**src/rtl/muldiv_unit_pkg.sv**
```systemverilog
// Shared definitions for the iterative multiply/divide unit.
//   - SPECIAL_* : function codes of the HI/LO-related SPECIAL instructions
//   - state_e   : sequencer states (IDLE, MUL, DIV, FIX)
//   - op_is_signed : true for the signed arithmetic variants (MULT, DIV)
package muldiv_unit_pkg;

  localparam logic [5:0] SPECIAL_MFHI  = 6'h10;
  localparam logic [5:0] SPECIAL_MTHI  = 6'h11;
  localparam logic [5:0] SPECIAL_MFLO  = 6'h12;
  localparam logic [5:0] SPECIAL_MTLO  = 6'h13;
  localparam logic [5:0] SPECIAL_MULT  = 6'h18;
  localparam logic [5:0] SPECIAL_MULTU = 6'h19;
  localparam logic [5:0] SPECIAL_DIV   = 6'h1A;
  localparam logic [5:0] SPECIAL_DIVU  = 6'h1B;

  typedef enum logic [1:0] {
    ST_IDLE = 2'd0,
    ST_MUL  = 2'd1,
    ST_DIV  = 2'd2,
    ST_FIX  = 2'd3
  } state_e;

  function automatic logic op_is_signed(input logic [5:0] op);
    return (op == SPECIAL_MULT) || (op == SPECIAL_DIV);
  endfunction

endpackage

```
**src/rtl/muldiv_abs.sv**
```systemverilog
// Conditional two's-complement negator.
//   in_x      : value to process
//   signed_en : treat in_x as signed; its MSB then requests negation
//   force_neg : negate unconditionally (used for result sign correction)
//   out_x     : |in_x| when signed_en, or -in_x when force_neg, else in_x
//   sign      : sign bit of in_x when signed_en, else 0
module muldiv_abs #(
  parameter int WIDTH = 32
) (
  input  logic [WIDTH-1:0] in_x,
  input  logic             signed_en,
  input  logic             force_neg,
  output logic [WIDTH-1:0] out_x,
  output logic             sign
);

  localparam logic [WIDTH-1:0] ONE = {{(WIDTH-1){1'b0}}, 1'b1};

  assign sign  = signed_en & in_x[WIDTH-1];
  assign out_x = (sign | force_neg) ? (~in_x + ONE) : in_x;

endmodule

```
**src/rtl/muldiv_unit.sv**
```systemverilog
// Iterative multiply/divide unit with architectural HI/LO registers.
// Ports:
//   w_clk, w_rst_n        : clock, asynchronous active-low reset
//   w_op_code_6           : SPECIAL function code
//   w_start, w_flush      : launch strobe (IDLE only), abort in-flight op
//   w_input1_x/w_input2_x : rs / rt operands
//   w_busy, w_done        : op in progress, one-cycle completion pulse
//   w_output_x            : HI for MFHI, LO for MFLO, else 0 (combinational)
//   w_hi_x, w_lo_x        : current HI / LO
// Multiplies are radix-2 shift-add and divides are restoring, both on
// magnitudes; the sign is applied in the FIX cycle.
module muldiv_unit
  import muldiv_unit_pkg::*;
#(
  parameter int WIDTH = 32
) (
  input  logic             w_clk,
  input  logic             w_rst_n,
  input  logic [5:0]       w_op_code_6,
  input  logic             w_start,
  input  logic             w_flush,
  input  logic [WIDTH-1:0] w_input1_x,
  input  logic [WIDTH-1:0] w_input2_x,
  output logic             w_busy,
  output logic             w_done,
  output logic [WIDTH-1:0] w_output_x,
  output logic [WIDTH-1:0] w_hi_x,
  output logic [WIDTH-1:0] w_lo_x
);

  localparam int CW = (WIDTH > 1) ? $clog2(WIDTH) : 1;
  localparam logic [CW-1:0] LAST = CW'(WIDTH - 1);

  state_e               state_q, state_d;
  logic [WIDTH-1:0]     hi_q, hi_d, lo_q, lo_d;
  logic [2*WIDTH-1:0]   acc_q, acc_d;
  logic [WIDTH-1:0]     op_a_q, op_a_d;     // multiplicand magnitude
  logic [WIDTH-1:0]     op_b_q, op_b_d;     // multiplier shift reg / divisor
  logic [CW-1:0]        cnt_q, cnt_d;
  logic                 sign_hi_q, sign_hi_d, sign_lo_q, sign_lo_d;
  logic                 is_div_q, is_div_d;
  logic                 busy_q, busy_d, done_q, done_d;

  // The two operand negators take the raw operands in IDLE and the
  // accumulator halves in FIX, so one pair serves both jobs.
  logic             in_fix;
  logic [WIDTH-1:0] a_in, b_in, a_out, b_out;
  logic             a_sign, b_sign;

  assign in_fix = (state_q == ST_FIX);
  assign a_in   = in_fix ? acc_q[2*WIDTH-1:WIDTH] : w_input1_x;
  assign b_in   = in_fix ? acc_q[WIDTH-1:0]       : w_input2_x;

  muldiv_abs #(.WIDTH(WIDTH)) u_abs_a (
    .in_x      (a_in),
    .signed_en (!in_fix && op_is_signed(w_op_code_6)),
    .force_neg (in_fix && sign_hi_q),
    .out_x     (a_out),
    .sign      (a_sign)
  );

  muldiv_abs #(.WIDTH(WIDTH)) u_abs_b (
    .in_x      (b_in),
    .signed_en (!in_fix && op_is_signed(w_op_code_6)),
    .force_neg (in_fix && sign_lo_q),
    .out_x     (b_out),
    .sign      (b_sign)
  );

  // Iteration datapath.
  logic [WIDTH:0]     mul_sum;
  logic [WIDTH:0]     div_trial;
  logic [WIDTH-1:0]   fix_hi;

  assign mul_sum   = {1'b0, acc_q[2*WIDTH-1:WIDTH]} +
                     {1'b0, (op_b_q[0] ? op_a_q : {WIDTH{1'b0}})};
  // Partial remainder shifted left one bit, minus the divisor; bit WIDTH
  // set means the subtraction borrowed and the quotient bit is 0.
  assign div_trial = acc_q[2*WIDTH-1:WIDTH-1] - {1'b0, op_b_q};

  // Negating a 2*WIDTH product half by half: the low half is -lo, the high
  // half is ~hi plus the carry out of ~lo+1, which is 1 only when lo == 0.
  assign fix_hi = (!is_div_q && sign_hi_q && (|acc_q[WIDTH-1:0]))
                  ? ~acc_q[2*WIDTH-1:WIDTH] : a_out;

  always_comb begin
    state_d   = state_q;
    hi_d      = hi_q;
    lo_d      = lo_q;
    acc_d     = acc_q;
    op_a_d    = op_a_q;
    op_b_d    = op_b_q;
    cnt_d     = cnt_q;
    sign_hi_d = sign_hi_q;
    sign_lo_d = sign_lo_q;
    is_div_d  = is_div_q;
    done_d    = 1'b0;
    unique case (state_q)
      ST_IDLE: begin
        if (w_start && !w_flush) begin
          case (w_op_code_6)
            SPECIAL_MULT, SPECIAL_MULTU: begin
              op_a_d    = a_out;
              op_b_d    = b_out;
              acc_d     = '0;
              cnt_d     = '0;
              sign_hi_d = a_sign ^ b_sign;
              sign_lo_d = a_sign ^ b_sign;
              is_div_d  = 1'b0;
              state_d   = ST_MUL;
            end
            SPECIAL_DIV, SPECIAL_DIVU: begin
              op_a_d    = a_out;
              op_b_d    = b_out;
              acc_d     = {{WIDTH{1'b0}}, a_out};
              cnt_d     = '0;
              sign_hi_d = a_sign;
              // A zero divisor leaves an all-ones quotient that must not be
              // negated.
              sign_lo_d = (a_sign ^ b_sign) & (|w_input2_x);
              is_div_d  = 1'b1;
              state_d   = ST_DIV;
            end
            SPECIAL_MTHI: hi_d = w_input1_x;
            SPECIAL_MTLO: lo_d = w_input1_x;
            default: ;
          endcase
        end
      end
      ST_MUL: begin
        if (w_flush) begin
          state_d = ST_IDLE;
        end else begin
          acc_d  = {mul_sum, acc_q[WIDTH-1:1]};
          op_b_d = op_b_q >> 1;
          cnt_d  = cnt_q + CW'(1);
          if (cnt_q == LAST) state_d = ST_FIX;
        end
      end
      ST_DIV: begin
        if (w_flush) begin
          state_d = ST_IDLE;
        end else begin
          if (!div_trial[WIDTH]) acc_d = {div_trial[WIDTH-1:0], acc_q[WIDTH-2:0], 1'b1};
          else                   acc_d = {acc_q[2*WIDTH-2:0], 1'b0};
          cnt_d = cnt_q + CW'(1);
          if (cnt_q == LAST) state_d = ST_FIX;
        end
      end
      ST_FIX: begin
        state_d = ST_IDLE;
        if (!w_flush) begin
          hi_d   = fix_hi;
          lo_d   = b_out;
          done_d = 1'b1;
        end
      end
    endcase
    busy_d = (state_d != ST_IDLE);
  end

  always_ff @(posedge w_clk or negedge w_rst_n) begin
    if (!w_rst_n) begin
      state_q   <= ST_IDLE;
      hi_q      <= '0;
      lo_q      <= '0;
      acc_q     <= '0;
      op_a_q    <= '0;
      op_b_q    <= '0;
      cnt_q     <= '0;
      sign_hi_q <= 1'b0;
      sign_lo_q <= 1'b0;
      is_div_q  <= 1'b0;
      busy_q    <= 1'b0;
      done_q    <= 1'b0;
    end else begin
      state_q   <= state_d;
      hi_q      <= hi_d;
      lo_q      <= lo_d;
      acc_q     <= acc_d;
      op_a_q    <= op_a_d;
      op_b_q    <= op_b_d;
      cnt_q     <= cnt_d;
      sign_hi_q <= sign_hi_d;
      sign_lo_q <= sign_lo_d;
      is_div_q  <= is_div_d;
      busy_q    <= busy_d;
      done_q    <= done_d;
    end
  end

  always_comb begin
    w_output_x = '0;
    if (w_op_code_6 == SPECIAL_MFHI)      w_output_x = hi_q;
    else if (w_op_code_6 == SPECIAL_MFLO) w_output_x = lo_q;
  end

  assign w_busy = busy_q;
  assign w_done = done_q;
  assign w_hi_x = hi_q;
  assign w_lo_x = lo_q;

endmodule

```
**config.mk**
```make
export PLATFORM = sky130hd
export DESIGN_NAME = muldiv_unit
export DESIGN_NICKNAME = d
export VERILOG_FILES = /design/src/rtl/muldiv_unit_pkg.sv /design/src/rtl/muldiv_abs.sv /design/src/rtl/muldiv_unit.sv
export SDC_FILE = /design/constraint.sdc
export NUM_CORES = 1
export LEC_CHECK = 0
export CORE_ASPECT_RATIO = 1.4
export CORE_UTILIZATION = 59
export CTS_CLUSTER_DIAMETER = 200
export DETAILED_ROUTE_END_ITERATION = 7
export GPL_TIMING_DRIVEN = 1
export PLACE_DENSITY = 0.81
export SETUP_SLACK_MARGIN = 0.1
export SLEW_MARGIN = 15
export SYNTH_ARGS = -nofsm -noshare
export SYNTH_HDL_FRONTEND = slang
export SYNTH_SLANG_ARGS = --single-unit
export TNS_END_PERCENT = 50
```
**constraint.sdc**
```tcl
create_clock -name w_clk -period 5.3 [get_ports w_clk]
set_clock_uncertainty 0.15 [all_clocks]
set_input_delay 0.53 -clock w_clk [delete_from_list [all_inputs] [get_ports w_clk]]
set_output_delay 0.53 -clock w_clk [all_outputs]
set_load 0.02 [all_outputs]
```
### Yosys cells after proc, flatten, opt, wreduce, memory -nomap -nowiden

Index checks and enable logic that the tools add are counted.

| word-level totals | value |
|---|---|
| flip-flop bits (word level) | 204 |
| logic and storage cells | 117 |

| operators by class | value |
|---|---|
| $add $sub $neg | 5 |
| equality and inequality tests | 21 |
| muxes and demuxes | 40 |
| bitwise operators | 9 |
| reduce and logical (&&, ||, !) cells | 30 |

Operator list:

| operator | count |
|---|---|
| 32-bit 2-to-1 mux | 17 |
| 64-bit 2-to-1 mux | 4 |
| 32-bit case mux with 2 select lines | 3 |
| 64-bit case mux with 3 select lines | 1 |
| 64-bit case mux with 2 select lines | 1 |
| 32-bit inverter | 3 |
| 32-bit by 1-bit adder with 32-bit output, second input constant | 2 |
| 32-bit OR reduction | 2 |
| 6-bit by 5-bit equality test with 1-bit output, second input constant | 8 |
| 32-bit by 32-bit adder with 33-bit output | 1 |
| 33-bit by 32-bit subtractor with 33-bit output | 1 |
| 4-bit AND reduction | 4 |
| 5-bit 2-to-1 mux | 3 |
| 2-bit inequality test, second input constant | 6 |
| 5-bit case mux with 2 select lines | 1 |
| 2-bit nonzero test | 5 |
| 1-bit logical AND | 6 |
| 2-bit 2-to-1 mux | 3 |
| 1-bit case mux with 2 select lines | 3 |
| 2-bit case mux with 3 select lines | 1 |
| 3-bit AND reduction | 2 |
| 2-bit OR reduction | 3 |
| 5-bit by 1-bit adder with 5-bit output, second input constant | 1 |
| 5-bit equality test, second input constant | 1 |
| other kinds (15) | 23 |

### Logic depth before layout (Yosys ltp)

| depth | value |
|---|---|
| depth in word-level cells | 9 |
| mapped depth | 18 |
| depth with buffers taken out | 13 |

### By module

From an unflattened synthesis, not the netlist that was laid out.

| second synthesis, totals | value |
|---|---|
| cell total of the unflattened synthesis | 1970 |
| area, all modules | 16185.5 um^2 |

Modules (own cells, without submodules):

| module | times used | cells an instance | area each (um^2) | sequential area each (um^2) |
|---|---|---|---|---|
| muldiv_unit | 1 | 1750 | 14611.5 | 5104.9 |
| muldiv_abs | 2 | 110 | 787.0 | 0.0 |

### Worst setup path before layout

No wires, ideal clock.

| timing path | value |
|---|---|
| path kind | flip-flop to flip-flop |
| start point | register state_q[0] |
| end point | register op_b_q[28] |
| arrival | 3722 ps |
| path slack | 1352 ps |
| cell stages (with the launch flop) | 19 |
| cells stage by stage | dfrtp_1 -> ha_1 -> buf_6 -> buf_6 -> buf_6 -> buf_2 -> buf_2 -> buf_2 -> buf_2 -> mux2i_1 -> ha_1 -> o221ai_2 -> nand4bb_1 -> nor2_1 -> or4b_4 -> o21ai_2 -> xor2_1 -> mux2i_1 -> o21ai_1 |

| on the way | value |
|---|---|
| word-level cells in the longest chain between the ends | 9 |
| elaborated cells on any way between the ends | 20 |

Ends and longest elaborated chain:

| what | line | source |
|---|---|---|
| start: declaration | muldiv_unit.sv:34 | `state_e state_q, state_d;` |
| start signal: assignment | muldiv_unit.sv:177 | `state_q <= state_d;` |
| branches (longest 9 deep; another with 32-bit by 1-bit adder with 32-bit output) | -- |  |
| end signal: assignment | muldiv_unit.sv:182 | `op_b_q <= op_b_d;` |
| end: declaration | muldiv_unit.sv:38 | `logic [WIDTH-1:0] op_b_q, op_b_d;` |

Several ways; the timed one is not identified. The select of a mux whose other input is x is not followed.
A chain may end at the register's enable or synchronous reset.

### Worst setup path in the final report

| timing path | value |
|---|---|
| start point | register state_q[0] |
| end point | register hi_q[26] (netlist: w_hi_x[26]) |

| on the way | value |
|---|---|
| word-level cells in the longest chain between the ends | 9 |
| elaborated cells on any way between the ends | 19 |

Ends and longest elaborated chain:

| what | line | source |
|---|---|---|
| branches (longest 9 deep; another with 32-bit by 1-bit adder with 32-bit output) | -- |  |
| end signal: assignment | muldiv_unit.sv:178 | `hi_q <= hi_d;` |
| end: declaration | muldiv_unit.sv:35 | `logic [WIDTH-1:0] hi_q, hi_d, lo_q, lo_d;` |

Several ways; the timed one is not identified. The select of a mux whose other input is x is not followed.

==> run metrics <==
status=complete, no violations; filler instances=2316; IO Pins=172; Syn Area/Cell=8.17 um2; vias per cell=6.61; Post-synth EDFFs=0; WP data required=5.56 ns; Hold Path Class=flop to flop; yosys warns=0; MaxCap Viol Count=0; most frequent cells in the layout=nand2_1, dfrtp_1, o21ai_0, a21oi_1, clkdlybuf4s50_1; crit path max fanout=54; RSZ-0062 raised after global routing=false; first-pass GRT wire length=91.0 mm; sequential area share after synthesis=30.4%; TritonCTS clock tree=yes; Synth Register Bits=204; Max-slew headroom=26.3%; clock transition at the registers of the reported paths=0.06 ns; Clk Latency, worst-skew pair=0.53 ns; root cell of the clock tree=clkbuf_16; Post-Syn Area=16800 um2; share of cells above drive strength 1=6.22%; P&R area growth vs syn=15.9%; final wirelength=59.4 mm; residual DRC count=0; Setup crit end kind=flop; GRT Overall Usage=40.8%; Worst-Margin Slew=1.11 ns; hold buffer count at CTS=1; largest net degree at the start of global routing=125; Core Util, Final=70.0%; Finish-stage setup viols=0; clk buf depth=3; PortBufs=171; Synth top area share=30.4%; main flop type after synthesis=dfrtp_1; Max Freq=0.226 GHz; chip width=144 um; Gates resized, CTS repair=0; Die ar.=29100 um2; ant diodes=0; Congestion Overflow GR=0; die height=201 um; DR iter-0 viols=1540; vias in the first global route=15993; largest cells by area after synthesis=dfrtp_1, mux2i_1, o21ai_0, a21oi_1, ha_1; CP arrival=4.68 ns; ANT nets after route=0; largest area contributor in the netlist=dfrtp_1; GP Congestion=0.984; HPWL Detailed=44.5 mm; core area=27700 um2; fin nets=2289; num rows=72; R2R Path Start=state_q[0]; initial antenna violation count=0; post-CTS setup buffer count=0; commonest non-fill, non-tap cell in the layout=nand2_1; Slew Limit Fails=0; TritonCTS buffer count=23; leakage=8.38 nW; worst hold start=op_a_q[0]; Vias=16693; Period Utilization, post-route=83.5%; Distinct cells, synth=85; Pwr per Cell Area=306 nW/um2; syn nets=2200; Initial Util=60.4%; first-pass detailed-route iteration total=7; H-tree Lvls=1; Setup CP Type=flop to flop; Final Hold Fails=0; ys async rst share=100%; Crit. Startpoint=state_q[0]; Startpoint Class=flop; setup TNS=0 ns; clock period minus worst slack=4.43 ns; CTS Sinks=204; Post-Synthesis Cells=2052; Peak VDD IR=0.000183 V; final hold slack=0.334 ns; per-cell routed wire length=23.5 um
## cells in the mapped netlist (37+ instances only)
cell type and count:
a22oi_1 43, nand2_1 218, inv_1 59, a22o_1 37, xnor2_1 84, xor2_1 50, nor2_1 157, a21oi_1 180
and2_1 39, ha_1 72, clkbuf_1 98, dfrtp_1 204, nor3_1 41, mux2i_1 104, a21o_1 41, o21ai_0 194
## worst max-delay path: stages (launching register included)
cell and delay, ns:
dfrtp_1 0.47, ha_4 0.62, nor2b_1 0.22, a21oi_1 0.35, ha_1 0.24, o21ai_0 0.31
nor4_4 0.56, and3_1 0.38, a31oi_1 0.13, xor2_1 0.34, mux2i_1 0.15, mux2i_1 0.28
o21ai_1 0.09
## where the power goes
part	internal (mW)	switching, mW
clock network	0.976	0.678
logic	0.808	1.35
registers	1.84	0.295
## layer usage
layer | global-route usage (%) | wire length (um) | vias up
met2 | 65.1 | 27600 | 876
met1 | 54.7 | 24200 | 8072
li1 | - | - | 7603
met5 | 0 | 0 | -
met4 | 16.5 | 2320 | 0
met3 | 6.52 | 5350 | 142
## flip-flops by register name, summed over array words and instances (netlist names), 2 cells and up
register  flops
op_b_q       32
acc_q        64
cnt_q         5
op_a_q       32
w_hi_x       32
state_q       2
w_lo_x       32
## stage by stage
step                      total power [mW]  cells  cell area (um2)  worst slack [ns]
final                                 5.95   2526            19400             0.873
after global routing                  6.22   2526            19400             0.627
after CTS                             5.90   2526            19400             0.980
after detailed placement              4.25   2485            18700             0.996
after global placement                4.19   2485            18700              1.04
after floorplan                       3.46   2052            16800              1.35
## cells by family (layout without fill, tap and decap cells)
kind of cell / Yosys count / in the layout / synth area share, %
fa+ha+maj: 74 / 74 / 5.61
xor+xnor: 135 / 135 / 7.10
flops: 204 / 204 / 30.4
buf+inv: 194 / 298 / 4.71
mux: 136 / 136 / 8.37
compound gates: 677 / 677 / 25.4
simple gates: 632 / 632 / 18.3
## layout make-up
cell class | instances | area (um2) | share of cell area, %
clock buffers | 32 | 669 | 3.45
well taps | 370 | 463 | 2.38
flip-flops and latches | 204 | 5100 | 26.3
repair buffers | 198 | 1940 | 9.99
multi-input cells | 1654 | 10900 | 56.2
inverters | 60 | 225 | 1.16
clock inverters | 8 | 96.3 | 0.496
## path summary, 6_finish.rpt
path	cells past startpoint	slack [ns]	endpoint
min in group asynchronous	2	0.51	w_lo_x[6]
hold / removal	2	0.33	op_a_q[0]
setup reg to reg	12	0.87	w_hi_x[26]
max in group asynchronous	3	3.18	acc_q[23]
setup / recovery	12	0.87	w_hi_x[26]
hold reg to reg	2	0.33	op_a_q[0]
No activity file was read; power rests on OpenSTA's default activity.
